`config.mk`:
```
export PLATFORM = sky130hd
export DESIGN_NAME = uart_tx_arbiter
export DESIGN_NICKNAME = d
export VERILOG_FILES = /design/src/rtl/uart_tx_arbiter.sv
export SDC_FILE = /design/constraint.sdc
export NUM_CORES = 1
export LEC_CHECK = 0
export BUFFER_PORTS_ARGS = -buffer_cell sky130_fd_sc_hd__buf_2
export CAP_MARGIN = 20
export CORE_MARGIN = 2
export CORE_UTILIZATION = 50
export CTS_BUF_LIST = sky130_fd_sc_hd__clkbuf_2
export CTS_CLUSTER_DIAMETER = 40
export DETAILED_ROUTE_END_ITERATION = 16
export PLACE_DENSITY = 0.85
export SETUP_SLACK_MARGIN = 0.4
export SKIP_CTS_REPAIR_TIMING = 1
export SYNTH_ARGS = -nofsm -noshare
export SYNTH_HDL_FRONTEND = slang
export SYNTH_SLANG_ARGS = --single-unit
```
`constraint.sdc`:
```
create_clock -name clk_i -period 4.32 [get_ports clk_i]
set_input_delay 0.864 -clock clk_i [delete_from_list [all_inputs] [get_ports clk_i]]
set_output_delay 0.864 -clock clk_i [all_outputs]
set_load 0.03 [all_outputs]
```
`src/rtl/uart_tx_arbiter.sv`:
```
// uart_tx_arbiter: round-robin arbiter handing bytes from N_REQ requesters to one UART serializer,
// with completion timeout and an inter-frame gap counted in 16x-baud ticks.
module uart_tx_arbiter #(
    parameter int N_REQ          = 4,
    parameter int GAP_TICKS      = 16,
    parameter int TIMEOUT_CYCLES = 65535
) (
    input  logic               clk_i,
    input  logic               rst_i,
    input  logic [N_REQ-1:0]   req_valid_i,
    input  logic [8*N_REQ-1:0] req_data_i,
    output logic [N_REQ-1:0]   req_ready_o,
    input  logic               tick_16x_i,
    output logic               tx_start_o,
    output logic [7:0]         tx_data_o,
    input  logic               tx_done_i,
    output logic [N_REQ-1:0]   grant_o,
    output logic [2:0]         grant_id_o,
    output logic               busy_o,
    output logic               err_o
);
    typedef enum logic [2:0] {IDLE, GRANT, START, WAIT_DONE, GAP} state_t;
    state_t      state;
    state_t      after_wait;
    logic [2:0]  last_id;
    logic [2:0]  win;
    logic [2:0]  idx;
    logic [7:0]  valid_pad;
    logic [63:0] data_pad;
    logic [19:0] wait_cnt;
    logic [7:0]  gap_cnt;

    // Padding to the 8-requester maximum keeps every 3-bit index in range.
    assign valid_pad  = 8'(req_valid_i);
    assign data_pad   = 64'(req_data_i);
    assign after_wait = (GAP_TICKS == 0) ? IDLE : GAP;
    assign busy_o     = state != IDLE;

    always_comb begin
        win = last_id;
        idx = last_id;
        for (int k = N_REQ; k >= 1; k--) begin
            idx = 3'((int'(last_id) + k) % N_REQ);
            win = valid_pad[idx] ? idx : win;
        end
    end

    always_ff @(posedge clk_i) begin
        if (rst_i) begin
            state       <= IDLE;
            last_id     <= 3'(N_REQ - 1);
            req_ready_o <= '0;
            tx_start_o  <= 1'b0;
            tx_data_o   <= '0;
            grant_o     <= '0;
            grant_id_o  <= '0;
            err_o       <= 1'b0;
            wait_cnt    <= '0;
            gap_cnt     <= '0;
        end else begin
            req_ready_o <= '0;
            tx_start_o  <= 1'b0;
            err_o       <= 1'b0;
            case (state)
                IDLE: if (|req_valid_i) begin
                    state       <= GRANT;
                    grant_o     <= N_REQ'(1) << win;
                    req_ready_o <= N_REQ'(1) << win;
                    grant_id_o  <= win;
                end
                GRANT: if (valid_pad[grant_id_o]) begin
                    state      <= START;
                    tx_data_o  <= data_pad[{grant_id_o, 3'b000} +: 8];
                    last_id    <= grant_id_o;
                    tx_start_o <= 1'b1;
                end else begin
                    state      <= IDLE;
                    grant_o    <= '0;
                    grant_id_o <= '0;
                end
                START: begin
                    state    <= WAIT_DONE;
                    wait_cnt <= '0;
                end
                WAIT_DONE: if (tx_done_i || wait_cnt == 20'(TIMEOUT_CYCLES - 1)) begin
                    state   <= after_wait;
                    err_o   <= !tx_done_i;
                    gap_cnt <= '0;
                    if (GAP_TICKS == 0) begin
                        grant_o    <= '0;
                        grant_id_o <= '0;
                    end
                end else begin
                    wait_cnt <= wait_cnt + 20'd1;
                end
                GAP: if (gap_cnt == 8'(GAP_TICKS)) begin
                    state      <= IDLE;
                    grant_o    <= '0;
                    grant_id_o <= '0;
                end else if (tick_16x_i) begin
                    gap_cnt <= gap_cnt + 8'd1;
                end
                default: state <= IDLE;
            endcase
        end
    end
endmodule
```
; ---- After elaboration in Yosys (flattened, before gate mapping)
; Index checks and enable logic that the tools add are counted.
[op_classes]
add_sub_neg = 6
n_mul = 0
div = 0
magnitude_cmp = 5
eq_ne = 13
shift = 2
mux = 33
n_bitwise = 9
reduce_logical = 20
[op_table]
columns = operator, n
row1 = $shiftx A64 B7 Y8, 1
row2 = $pmux W20 S2, 1
row3 = $mux W3, 9
row4 = $mux W8, 3
row5 = $add A20 B1 Y20 const B, 1
row6 = $eq A20 B16 Y1 const B, 1
row7 = $lt A3 B4 Y1 const B, 5
row8 = $mux W20, 1
row9 = $pmux W8 S2, 1
row10 = $bmux W1 S3, 5
row11 = $pmux W3 S5, 1
row12 = $ne A2 B2 Y1 const B, 7
row13 = $mux W4, 3
row14 = $pmux W4 S3, 1
row15 = $reduce_or A2 Y1, 5
row16 = $pmux W3 S3, 1
row17 = $add A8 B1 Y8 const B, 1
row18 = $eq A8 B5 Y1 const B, 1
row19 = $reduce_and A4 Y1, 2
row20 = $eq A3 B2 Y1 const B, 2
row21 = $mux W1, 6
row22 = $reduce_bool A3 Y1, 2
row23 = $reduce_or A3 Y1, 2
row24 = $not A1 Y1, 5
row25 = other kinds (14), 21
[word_totals]
register_bits = 55
latchBits = 0
mem_bits_rw = 0
romBits = 0
input_bits = 40
out_inout_bits = 22
elab_cells = 98
n_memories = 0

; ---- Depth between registers and ports, before layout
[logic_depth]
ltp_word = 12
depth_mapped = 9
mapped_depth_nobuf = 7

; ---- Worst setup path after synthesis
; No wires, ideal clock.
[synth_path]
path_kind = register to register
startpoint = register wait_cnt[0]
endpoint = register wait_cnt[0]
setup_ps = 130
arrival_ps = 1959
t_required_ps = 4190
setup_slack_ps = 2231
path_stages_with_launch = 10
n_path_buf = 2
path_cell_list = dfxtp_1 -> inv_1 -> ha_1 -> or4b_1 -> or4_1 -> buf_2 -> o21ai_2 -> buf_6 -> nand2b_1 -> a21oi_2
[synth_between]
elab_chain_len = 4
elab_cells_between_ends = 7
cone_classes = add/sub: 1 / eq/ne: 2 / mux: 2 / reduce/logical: 2
[synth_lines]
columns = item, line
row1 = start: declaration, 30  ; logic [19:0] wait_cnt;
row2 = start signal: assignment, 94  ; wait_cnt <= wait_cnt + 20'd1;
row3 = "parallel branches: the longest is 4 deep, another holds $add A20 B1 Y20", n/a
; Several ways; the timed one is not identified. The select of a mux whose other input is x is not followed.
; A chain may end at the register's enable or synchronous reset.

; ---- Final worst setup path
[layout_path]
startpoint = register wait_cnt[0]
endpoint = register wait_cnt[2]
; Same word-level chain as after synthesis.

==> impl_metrics.csv <==
group,metric,value,unit
status,status,"finished clean",
synthesis,synth_edf_count,0,
final_layout,multi_input_area,1500,um^2
timing,hold_viol_final,0,
synthesis,synth_top_family_by_area,"simple AND/OR/NAND/NOR gates",
pwr,powerDensity,322.9,nW/um^2
place,gp_congestion,0.8217,
timing,worst_hold_slack,0.4956,ns
pwr,p_switching,0.2963,mW
timing,fin_tns_setup,0,ns
global_route,globalRouteOverflowTotal,0,
final_layout,final_nets,394,
cts,clockBufferDepth,2,
setup_path,critical_path_required,4.65,ns
setup_path,cp_top_family,"simple AND/OR/NAND/NOR gates",
pwr,p_clk_frac,0.257,
setup_path,path_cells,"inv_1 -> ha_1 -> or4b_1 -> or4_1 -> o21ai_2 -> or3_1 -> a21oi_1",
global_route,grt_pass1_vias,2297,
setup_path,worstSetupPathType,"reg2reg",
cts,clk_latency,0.45,ns
synthesis,synthSimpleGateAreaFrac,0.2580,
cts,root_buffer,"clkbuf_2",
floorplanning,die_h,77.44,um
final_layout,n_antenna_cell,0,
setup_path,max_stage_delay,0.54,ns
place,post-place-cells,413,
cts,clkSlewWorstSetupHoldPaths,0.27,ns
setup_path,critPathCaptureType,"flip-flop",
floorplanning,core-area,5140,um^2
setup_path,start_kind,"flip-flop",
floorplanning,initial_utilization,0.5246,
cts,cts_tree,"yes",
pwr,cellLeakagePower,1.225,nW
synthesis,synthMuxAreaShare,0.1077,
timing,post-route-period-util,0.5757,
synthesis,synth_nets,341,
floorplanning,pin_count,62,
setup_path,cp_max_fo,12,
synthesis,synthAdderAreaFrac,0.01856,
synthesis,yosysWarnings,0,
setup_path,cp_num_buf_inv,1,
timing,max_freq,0.4021,GHz
pwr,switching_share,0.2965,
setup_path,arrival,2.82,ns
synthesis,synth_seq_cells,54,
timing,finClkSkew,0.02489,ns
synthesis,ys_async_sr_fraction,0,
route,avgViaCountPerCell,5.679,
final_layout,n_fill_cell,457,
final_layout,layout.cells.non_filler,421,
synthesis,synth_cells,297,
timing,worst_pin_slew,0.8512,ns
job,max-cap-violations,0,
synthesis,synth-compound-area-share,0.1072,
pwr,combPwrFrac,0.192,
route,final_antenna_net_count,0,
place,portBuffers,61,
global_route,grt_max_degree,28,
synthesis,synthXorXnorAreaFrac,0.06497,
cts,htree_num_levels,2,
synthesis,syn_avg_cell_area,9.079,um^2
pwr,peakVddDrop,241.0,uV
pwr,seq_power_share,0.551,
route,drt_iter0_markers,175,
timing,finalCriticalPeriod,2.487,ns
final_layout,seq_area,1081,um^2
floorplanning,die_x,77.44,um
global_route,grt_usage,0.2053,
route,wl,6078,um
setup_path,worst_path_max_delay_cell,"or4_1",
synthesis,yosysUniqueCellTypes,51,
pwr,p_int,0.7028,mW
final_layout,layout-drive-gt1-share,0.2479,
final_layout,syn_to_final_growth,14.76,%
global_route,grt_pass1_wl,10090,um
floorplanning,dieArea,5996,um^2
synthesis,syn_area,2696,um^2
global_route,antenna_found_initial,0,
synthesis,ys_seq_area_frac,0.4009,
min_path,hp-class,"reg2reg",
route,drtPass1Iterations,4,
cts,cts.sinks,54,
floorplanning,num_rows,26,
place,dp_hpwl,4441,um
timing,drv_slew,0,
timing,grt_setup_unrepaired,"no",
route,drc,0,
timing,relSlewSlack,0.4308,
timing,setup_violations,0,
route,via_count,2391,
route,routedWlPerCell,14.44,um
cts,cts_buffers,5,
synthesis,ys.flop_type,"dfxtp_1",
cells in the final DEF (no fill, tap or decap), drive strengths merged, types with 3 or more instances in the layout:
cell type / count
nor3: 6
xnor2: 9
buf: 62
mux2i: 11
inv: 12
clkbuf: 6
a21oi: 18
nand2b: 8
or2: 3
nand2: 14
or3: 6
nand3: 11
xor2: 11
nor3b: 4
dfxtp: 54
ha: 4
o21ai: 8
and2: 3
mux4: 8
o32ai: 5
or4: 4
nand4: 12
nor2: 41
nor4: 5
synthesized netlist by cell type (2+ instances only):
master     n  area, um^2
a21boi_1   2       15.01
a21oi_1   16       80.08
a21oi_2    2       17.52
a31oi_1    2       12.51
and2_1     3       18.77
and4_1     2       17.52
buf_1      4       15.01
buf_2      2       10.01
clkbuf_1   9       33.78
dfxtp_1   54        1081
ha_1       4       50.05
inv_1     12       45.04
mux2i_1   11       110.1
mux4_2     8       180.2
nand2_1   14       52.55
nand2b_1   8       50.05
nand3_1    9       45.04
nand3_2    2       20.02
nand4_1   12       75.07
nor2_1    41       153.9
nor3_1     6       30.03
nor3b_1    4       30.03
nor4_1     4       25.02
nor4bb_1   2       20.02
o21ai_0    4       20.02
o21ai_1    3       15.01
o31ai_1    2       15.01
o32ai_1    5       43.79
or2_2      2       12.51
or3_1      6       37.54
or4_1      4       30.03
xnor2_1    9       78.83
xor2_1    11       96.34
stage by stage:
step	setup slack [ns]	total power, mW	util	area (um^2)
5_1_grt	1.679	1.039	0.6020	3094
6_report	1.833	0.9991	0.6020	3094
3_3_place_gp	1.858	0.7457	0.5889	3027
2_1_floorplan	2.231	0.6947	-	2696
4_1_cts	1.855	1.006	0.6020	3094
3_5_place_dp	1.860	0.7510	0.5889	3027
sequential cells by signal, summed over array words and instances, names as in the netlist:
| signal | count |
|---|---|
| gap_cnt | 8 |
| state | 3 |
| tx_start_o | 1 |
| last_id | 2 |
| wait_cnt | 20 |
| req_ready_o | 4 |
| grant_o | 4 |
| grant_id_o | 3 |
| tx_data_o | 8 |
| err_o | 1 |
cells by family after synthesis:
| family | Yosys count |
|---|---|
| muxes | 19 |
| xor gates and xnor gates | 20 |
| buffers and inverters | 28 |
| DFF | 54 |
| adders and majority gates | 4 |
| and+or+nand+nor | 128 |
| AOI/OAI and AO/OA | 44 |
metal layers:
layer,part of all wire,wire (um),global-route usage
met3,0.051,311,0.04651
met2,0.51,3081,0.3583
met1,0.42,2571,0.2467
met4,0.019,113,0.07500
met5,0,0,0
cell type report:
| class | instances | area share |
|---|---|---|
| well taps | 70 | 0.02831 |
| inverters | 12 | 0.01456 |
| repair buffers | 62 | 0.1011 |
| multi-input cells | 215 | 0.4848 |
| flip-flops and latches | 54 | 0.3494 |
| clock inverters | 2 | 0.01213 |
| clock buffers | 6 | 0.009705 |
power by group through the flow:
stage / clock, mW / combinational [mW] / sequential (mW)
3_5_place_dp: 0 / 0.192 / 0.559
2_1_floorplan: 0 / 0.120 / 0.575
3_3_place_gp: 0 / 0.188 / 0.558
5_1_grt: 0.276 / 0.208 / 0.556
6_report: 0.256 / 0.192 / 0.551
4_1_cts: 0.263 / 0.193 / 0.550
tightest hold or removal path: cells and delay by family (launching register included):
family,cells,cell delay (ns)
AO/OA/AOI/OAI,1,0.07
buffers and inverters,1,0.05
flip-flops,1,0.37
worst paths after layout:
kind,startpoint,to,slack [ns],depth (start not counted)
hold reg to reg,grant_o[2],grant_o[2],0.50,2
hold / removal,grant_o[2],grant_o[2],0.50,2
setup / recovery,wait_cnt[0],wait_cnt[2],1.83,7
setup reg to reg,wait_cnt[0],wait_cnt[2],1.83,7
No activity file was read; power rests on OpenSTA's default activity.
